### src/rtl/pc_gen_pkg.sv
// pc_gen_pkg: shared state encoding and default constants for the fetch PC generator.
package pc_gen_pkg;

   typedef enum logic [1:0] {
      BOOT  = 2'd0,
      RUN   = 2'd1,
      FLUSH = 2'd2
   } pc_state_e;

   localparam int          PC_WIDTH        = 32;
   localparam int          PC_INC          = 4;
   localparam logic [31:0] PC_RESET_VECTOR = 32'h0000_0000;
   localparam logic [31:0] PC_TRAP_VECTOR  = 32'h0000_0004;
   localparam int          CNT_W           = 3;

endpackage

### src/rtl/pc_incrementer.sv
// pc_incrementer: combinational WIDTH-bit +INC adder, wraps modulo 2^WIDTH.
module pc_incrementer #(
   parameter int WIDTH = 32,
   parameter int INC   = 4
) (
   input  logic [WIDTH-1:0] pc_i,
   output logic [WIDTH-1:0] pc_next_o
);

   assign pc_next_o = pc_i + WIDTH'(INC);

endmodule

### src/rtl/pc_gen_unit.sv
// pc_gen_unit: fetch PC register with redirect, stall and post-redirect bubbles.
// Optional misaligned-redirect trap enabled by defining PC_MISALIGN_TRAP_EN.
module pc_gen_unit
   import pc_gen_pkg::*;
#(
   parameter int               WIDTH        = PC_WIDTH,
   parameter int               INC          = PC_INC,
   parameter logic [WIDTH-1:0] RESET_VECTOR = WIDTH'(PC_RESET_VECTOR),
   parameter int               FLUSH_CYCLES = 1,
   parameter int               ALIGN_BITS   = 2,
   parameter logic [WIDTH-1:0] TRAP_VECTOR  = WIDTH'(PC_TRAP_VECTOR)
) (
   input  logic             clk_i,
   input  logic             rst_ni,
   input  logic             stall_i,
   input  logic             redirect_i,
   input  logic [WIDTH-1:0] redirect_addr_i,
   output logic [WIDTH-1:0] pc_out_o,
   output logic [WIDTH-1:0] pc_plus_inc_o,
   output logic             valid_o,
   output logic             misalign_o
);

   localparam logic [WIDTH-1:0] ALIGN_MASK = {WIDTH{1'b1}} << ALIGN_BITS;
   localparam logic [CNT_W-1:0] FLUSH_LOAD = CNT_W'(FLUSH_CYCLES);

   pc_state_e        state_q;
   logic [CNT_W-1:0] cnt_q;
   logic [WIDTH-1:0] pc_q;
   logic [WIDTH-1:0] pc_inc;
   logic [WIDTH-1:0] target;
   logic             valid_q;
   logic             misalign_q;
   logic             bad_addr;

   pc_incrementer #(
      .WIDTH(WIDTH),
      .INC  (INC)
   ) u_inc (
      .pc_i     (pc_q),
      .pc_next_o(pc_inc)
   );

`ifdef PC_MISALIGN_TRAP_EN
   assign bad_addr = |(redirect_addr_i & ~ALIGN_MASK);
`else
   assign bad_addr = 1'b0;
`endif

   assign target = bad_addr ? TRAP_VECTOR : redirect_addr_i & ALIGN_MASK;

   // Redirect beats stall so a taken branch target is never dropped.
   always_ff @(posedge clk_i) begin
      if (!rst_ni) begin
         state_q    <= BOOT;
         cnt_q      <= '0;
         pc_q       <= RESET_VECTOR;
         valid_q    <= 1'b0;
         misalign_q <= 1'b0;
      end else if (redirect_i) begin
         pc_q       <= target;
         misalign_q <= bad_addr;
         cnt_q      <= FLUSH_LOAD;
         state_q    <= (FLUSH_LOAD == '0) ? RUN : FLUSH;
         valid_q    <= (FLUSH_LOAD == '0);
      end else begin
         misalign_q <= 1'b0;
         case (state_q)
            BOOT: begin
               state_q <= RUN;
               valid_q <= 1'b1;
            end
            RUN: begin
               if (!stall_i) pc_q <= pc_inc;
               valid_q <= 1'b1;
            end
            FLUSH: begin
               cnt_q   <= cnt_q - CNT_W'(1);
               state_q <= (cnt_q == CNT_W'(1)) ? RUN : FLUSH;
               valid_q <= (cnt_q == CNT_W'(1));
            end
            default: begin
               state_q <= BOOT;
               valid_q <= 1'b0;
            end
         endcase
      end
   end

   assign pc_out_o      = pc_q;
   assign pc_plus_inc_o = pc_inc;
   assign valid_o       = valid_q;
   assign misalign_o    = misalign_q;

endmodule
### config.mk
export PLATFORM = sky130hd
export DESIGN_NAME = pc_gen_unit
export DESIGN_NICKNAME = d
export VERILOG_FILES = /design/src/rtl/pc_gen_pkg.sv /design/src/rtl/pc_incrementer.sv /design/src/rtl/pc_gen_unit.sv
export SDC_FILE = /design/constraint.sdc
export NUM_CORES = 1
export LEC_CHECK = 0
export ABC_CLOCK_PERIOD_IN_PS = 2100
export BUFFER_PORTS_ARGS = -buffer_cell sky130_fd_sc_hd__buf_2
export CAP_MARGIN = 20
export CORE_MARGIN = 5
export CORE_UTILIZATION = 51
export CTS_BUF_LIST = sky130_fd_sc_hd__clkbuf_4
export DETAILED_ROUTE_END_ITERATION = 8
export PLACE_DENSITY = 0.83
export SLEW_MARGIN = 5
export SYNTH_ARGS = -nofsm -noshare
export SYNTH_HDL_FRONTEND = slang
export SYNTH_SLANG_ARGS = --single-unit
### constraint.sdc
create_clock -name clk_i -period 2.1 [get_ports clk_i]
set_input_delay 0.105 -clock clk_i [delete_from_list [all_inputs] [get_ports clk_i]]
set_output_delay 0.105 -clock clk_i [all_outputs]
set_load 0.02 [all_outputs]
==> results of run 1 <==
## final cells by class
cell class	count	area (um^2)	area share, %
multi-input combinational	253	1780	50.9
timing repair buffer	132	800	22.9
sequential	36	743	21.3
tap	70	87.6	2.51
clock buffer	6	45.0	1.29
inverter	8	30.0	0.860
clock inverter	2	11.3	0.322
## cells in the final DEF (no fill, tap or decap), types with 5 or more instances in the layout
cell	instances
a21oi_1	14
dfxtp_2	15
conb_1	5
a31oi_1	8
xor2_1	18
nor2_1	18
nand3_1	14
o21ai_0	27
dfxtp_1	20
clkbuf_4	6
nor2b_1	6
nand4_1	13
xnor2_1	18
o31ai_1	10
inv_1	8
buf_4	37
nor3_1	12
buf_2	87
nand2_1	20
and4_1	8
or4_1	8
buf_6	5
## worst paths after layout
check / startpoint / slack (ns) / end / depth (start not counted)
max: pc_out_o[11] / 0.03 / pc_plus_inc_o[30] / 6
min: redirect_addr_i[13] / 0.01 / pc_out_o[13] / 3
max reg2reg: pc_out_o[2] / 0.25 / pc_out_o[18] / 6
min reg2reg: cnt_q[2] / 0.52 / cnt_q[2] / 2
## critical path: stages, from the launching register on
cell and delay [ns]:
dfxtp_2 0.38, buf_6 0.12, nand4_1 0.26, nor4_4 0.38
nand3_2 0.15, xnor2_2 0.17, buf_4 0.16
## registers in the layout, summed over array words and instances, names as in the netlist
name and cells:
pc_out_o 30, cnt_q 3, state_q 2, valid_o 1
## metal layers
layer  share of wire (%)  track usage [%]  vias up  wire (um)
li1                    -                -     1412          -
met1                  40             27.8     1394       3230
met2                  50             39.7      151       3950
met3                 7.9             5.15       20        628
met4                 2.1             7.97        0        166
met5                   0                0        -          0
## timing repair
action                                 in CTS  in global routing
gates resized for setup                     5                 50
endpoints found under the hold margin       3                  0
setup buffers                               3                  9
setup endpoints to repair                  11                 19
pin swaps                                   1                 10
hold buffers                                3                  0
## where the power goes
group / switching [uW] / total (uW) / internal [uW]
registers: 61.6 / 796 / 734
logic: 291 / 494 / 202
clock network: 245 / 386 / 140
## cell families (layout without fill, tap and decap cells)
family                     Yosys count  in the layout  synth area share (%)
other                                1              5                 0.144
DFF                                 36             36                  27.6
adders and majority gates            3              3                  1.44
buffers and inverters               38            148                  10.4
AOI/OAI and AO/OA                   73             73                  17.5
and+or+nand+nor                    133            133                  29.9
xor gates and xnor gates            39             39                  13.1
## per-stage QoR
step | power [uW] | setup TNS [ns] | worst slack, ns
floorplan | 1110 | 0 | 0.0588
global placement | 1250 | 0 | 0.285
detailed placement | 1260 | 0 | 0.247
CTS | 1640 | -0.119 | -0.0611
global route | 1770 | -0.277 | -0.0686
finish | 1670 | 0 | 0.0272
==> flow_summary.json, run 1 <==
{
  "fin_crit_sh_pct": 98.7,
  "htree_levels": 2,
  "io_pins": 102,
  "overflow": 0,
  "tightest_slew_ns": 0.543,
  "dpl.cell_count": 484,
  "cp_max_fo": 5,
  "path_clk_slew_ns": 0.12,
  "first_pass_iters": 5,
  "drive_gt1_share_pct": 39.8,
  "rsz0062_at_grt": "yes",
  "worstPathRequired_ns": 2.00,
  "grt_max_degree": 50,
  "grt_util_all_layers_pct": 22.9,
  "clock_latency_ns": 0.35,
  "cts_max_path_buffers": 2,
  "final_cells": 507,
  "finish.net_count": 475,
  "ys.flop_type": "dfxtp_1",
  "io_buffers": 94,
  "start_util_pct": 51.8,
  "yosys-top-cells-count": "dfxtp_1, o21ai_0, nand2_1, xnor2_1, nor2_1",
  "end_kind": "output pin",
  "cts_tree": "built",
  "max_clock_freq_mhz": 482,
  "period_needed_ns": 2.07,
  "ant_nets": 0,
  "ys_seq_elements": 36,
  "drtIter0Drc": 305,
  "wl_per_cell_um": 15.7,
  "slew_headroom_pct": 63.6,
  "synth_cell_type_count": 46,
  "n_antenna_cell": 0,
  "yosys.cell_count.top_type": "dfxtp_1",
  "hold_viol": 0,
  "syn_area_um2": 2610,
  "leakagePower_uw": 0.00156,
  "area_growth_pct": 33.7,
  "routed_wl_um": 7970,
  "synthArstFlopShare_pct": 0,
  "grt_pass1_vias": 2740,
  "rows": 26,
  "die_area_um2": 6650,
  "yosysSeqAreaShare_pct": 27.6,
  "yosys.area.top_type_share_pct": 27.6,
  "synth_area_leaders": "dfxtp_1, xnor2_1, xor2_1, o21ai_0, and4_1",
  "hold_class": "in -> reg",
  "drc_errors": 0,
  "arrival_ns": 1.97,
  "power_density_nw_per_um2": 479,
  "clock-sinks": 36,
  "yosysWarnings": 0,
  "ir_drop_v": 0.000340,
  "dr_total_vias": 2977,
  "clock-root-buffer": "clkbuf_4",
  "dieHeight_um": 81.6,
  "maxCapViolations": 0,
  "slew_viol_final": 0,
  "setup_viol": 0,
  "final_util_pct": 69.3,
  "status": "complete, no violations",
  "dpl_cell_area_um2": 3120,
  "core_um2": 5040,
  "worst-setup-path-type": "reg -> out",
  "finalInstanceArea_um2": 3490,
  "synth_edf_count": 0,
  "numCtsBuffers": 5,
  "grt_pass1_wl_um": 12200,
  "syn_inst": 323,
  "syn_area_per_cell_um2": 8.09,
  "clock_skew_ns": 0.0102,
  "num-fill-cells": 375,
  "viasPerCell": 5.87,
  "dpl.hpwl_um": 5450,
  "whs_ns": 0.0143,
  "antenna_found_initial": 0,
  "gp_congestion": 0.858,
  "synth_area_leader_cell": "dfxtp_1",
  "crit_path_start_kind": "register",
  "fp.dieW_um": 81.6
}
Note: power is estimated with default switching activity, not from simulation.
==> run 2, diff against run 1 <==
- CAP_MARGIN: 20 -> unset
- CORE_UTILIZATION: 51 -> 48
- PLACE_DENSITY: 0.83 -> 0.82
- SYNTH_HIERARCHICAL: unset -> 1
==> flow_summary.json, run 2 <==
{
  "drtIter0Drc": 116,
  "syn_area_per_cell_um2": 7.62,
  "hp-start": "redirect_addr_i[10]",
  "gp_congestion": 0.752,
  "pre_cts_slack_ns": 0.135,
  "crit_top_cell": "buf_4",
  "clock-root-buffer": "clkbuf_4",
  "crit-reg2reg-launch": "pc_out_o[9]",
  "end_kind": "output pin",
  "layout_common_cells": "buf_2, a21oi_1, nand2_1",
  "seq_area_um2": 791,
  "viasPerCell": 5.48,
  "drive_gt1_share_pct": 40.6,
  "hold_class": "in -> reg",
  "slew_viol_final": 0,
  "drc_errors": 0,
  "yosysWarnings": 6,
  "yosysSeqAreaShare_pct": 34.8,
  "status": "complete, no violations",
  "wl_per_cell_um": 15.0,
  "multi_input_area_um2": 1440,
  "synthArstFlopShare_pct": 0,
  "synth_cell_type_count": 33,
  "core_um2": 4380,
  "synth_area_leader_cell": "dfxtp_1",
  "io_buffers": 98,
  "clock-sinks": 38,
  "hold_depth": 3,
  "ant_nets": 0,
  "rows": 24,
  "worstPathRequired_ns": 2.00,
  "overflow": 0,
  "r2r_slack_ns": 0.31,
  "routed_wl_um": 6640,
  "grt_util_all_layers_pct": 20.6,
  "rr_worst_depth": 8,
  "slowest_stage": "dfxtp_4",
  "dpl.hpwl_um": 4430,
  "largest_reg_flops": 32,
  "min_to": "pc_out_o[10]",
  "cts_tree": "built",
  "cpPeakStageDelay_ns": 0.41,
  "dieHeight_um": 77.5,
  "yosys-top-cells-count": "a21oi_1, nand2_1, dfxtp_1, o21ai_0, xnor2_1",
  "synth_area_leaders": "dfxtp_1, a21oi_1, xnor2_1, nand2_1, o21ai_0",
  "numCtsBuffers": 5,
  "whs_ns": 0.0157,
  "ys_seq_elements": 38,
  "die_area_um2": 6010,
  "period_needed_ns": 2.04,
  "slew_headroom_pct": 57.6,
  "path_clk_slew_ns": 0.12,
  "area_growth_pct": 37.5,
  "yosys.area.top_type_share_pct": 34.8,
  "ys.flop_type": "dfxtp_1",
  "crit_path_start_kind": "register",
  "fin_ws_ns": 0.0556,
  "first_pass_iters": 4,
  "num-fill-cells": 383,
  "leakagePower_uw": 0.00144,
  "grt_pass1_vias": 2271,
  "rsz0062_at_grt": "yes",
  "cts_max_path_buffers": 2,
  "reg2reg_to": "pc_out_o[24]",
  "finish.net_count": 430,
  "setup_viol": 0,
  "grt_pass1_wl_um": 10400,
  "worst-setup-path-type": "reg -> out",
  "start_util_pct": 49.9,
  "grt_max_degree": 34,
  "antenna_found_initial": 0,
  "yosys.cell_count.top_type": "a21oi_1",
  "final_common_cell": "buf_2",
  "syn_inst": 287,
  "synthesis.nets": 326,
  "fin_setup_tns_ns": 0,
  "tightest_slew_ns": 0.635,
  "max_clock_freq_mhz": 489,
  "io_pins": 102,
  "syn_area_um2": 2190,
  "clock_skew_ns": 0.0114,
  "fin_crit_sh_pct": 97.4,
  "clock_latency_ns": 0.34,
  "fp.dieW_um": 77.5,
  "htree_levels": 2,
  "power_density_nw_per_um2": 562,
  "path_cells": "nand4_1 > buf_4 > nor4_4 > buf_4 > nand4_1 > xnor2_2 > buf_4",
  "cp_max_fo": 6,
  "synth_edf_count": 0,
  "dr_total_vias": 2432,
  "hold_viol": 0,
  "maxCapViolations": 0,
  "final_util_pct": 68.6,
  "power_uw": 1690,
  "arrival_ns": 1.94,
  "n_antenna_cell": 0,
  "ir_drop_v": 0.000321
}
-- run 2: repair_timing --
action | in CTS | in global routing
buffers inserted | 2 | 6
gates resized for setup | 9 | 27
endpoints found under the hold margin | 0 | 0
pin swaps | 2 | 5
hold buffers | 0 | 0
setup endpoints to repair | 18 | 21
-- run 2: worst max path at each step --
| stage | end | from | slack, ns | depth (start not counted) |
|---|---|---|---|---|
| 6_report | pc_plus_inc_o[21] | pc_out_o[2] | 0.06 | 7 |
| 2_1_floorplan | pc_out_o[21] | pc_out_o[9] | 0.004 | 6 |
| 3_3_place_gp | pc_out_o[25] | pc_out_o[2] | 0.18 | 6 |
| 3_5_place_dp | pc_out_o[25] | pc_out_o[9] | 0.13 | 6 |
| 5_1_grt | pc_plus_inc_o[21] | pc_out_o[2] | -0.06 | 7 |
| 4_1_cts | pc_plus_inc_o[28] | pc_out_o[2] | -0.009 | 7 |
-- run 2: worst max-delay path: cells and delay by family (launching register included) --
family,cells,cell delay (ns)
buf+inv,3,0.52
flops,1,0.41
simple gates,3,0.45
xor+xnor,1,0.22
-- run 2: cell families after synthesis --
logic type / after synthesis / share of synthesized area, %
flip-flops: 38 / 34.8
AND/OR/NAND/NOR: 95 / 22.9
buffers and inverters: 24 / 6.24
other: 1 / 0.171
XOR/XNOR: 30 / 12.0
AO/OA/AOI/OAI: 96 / 22.2
adder cells (fa/ha/maj): 3 / 1.72
-- run 2: where the power goes --
part	internal, uW	switching (uW)
Clock	139	243
Sequential	770	72.3
Combinational	183	281
-- run 2: layout make-up --
class,count,area share (%)
multi-input combinational,225,47.8
sequential,38,26.3
timing repair buffer,116,21.3
tap,52,2.16
clock buffer,6,1.50
inverter,5,0.624
clock inverter,2,0.291
-- run 2: routing by layer --
metal  GRT usage (%)  vias to the layer above  part of all wire (%)
li1                -                     1201                     -
met1            25.4                     1123                    40
met2            35.6                       95                    51
met3            3.82                       13                   6.7
met4            7.39                        0                   2.0
met5               0                        -                     0
-- run 2: metrics by stage --
stage	cell area (um^2)	cells
3_5_place_dp	2770	428
2_1_floorplan	2250	287
6_report	3010	444
5_1_grt	3010	444
4_1_cts	2870	438
3_3_place_gp	2770	428
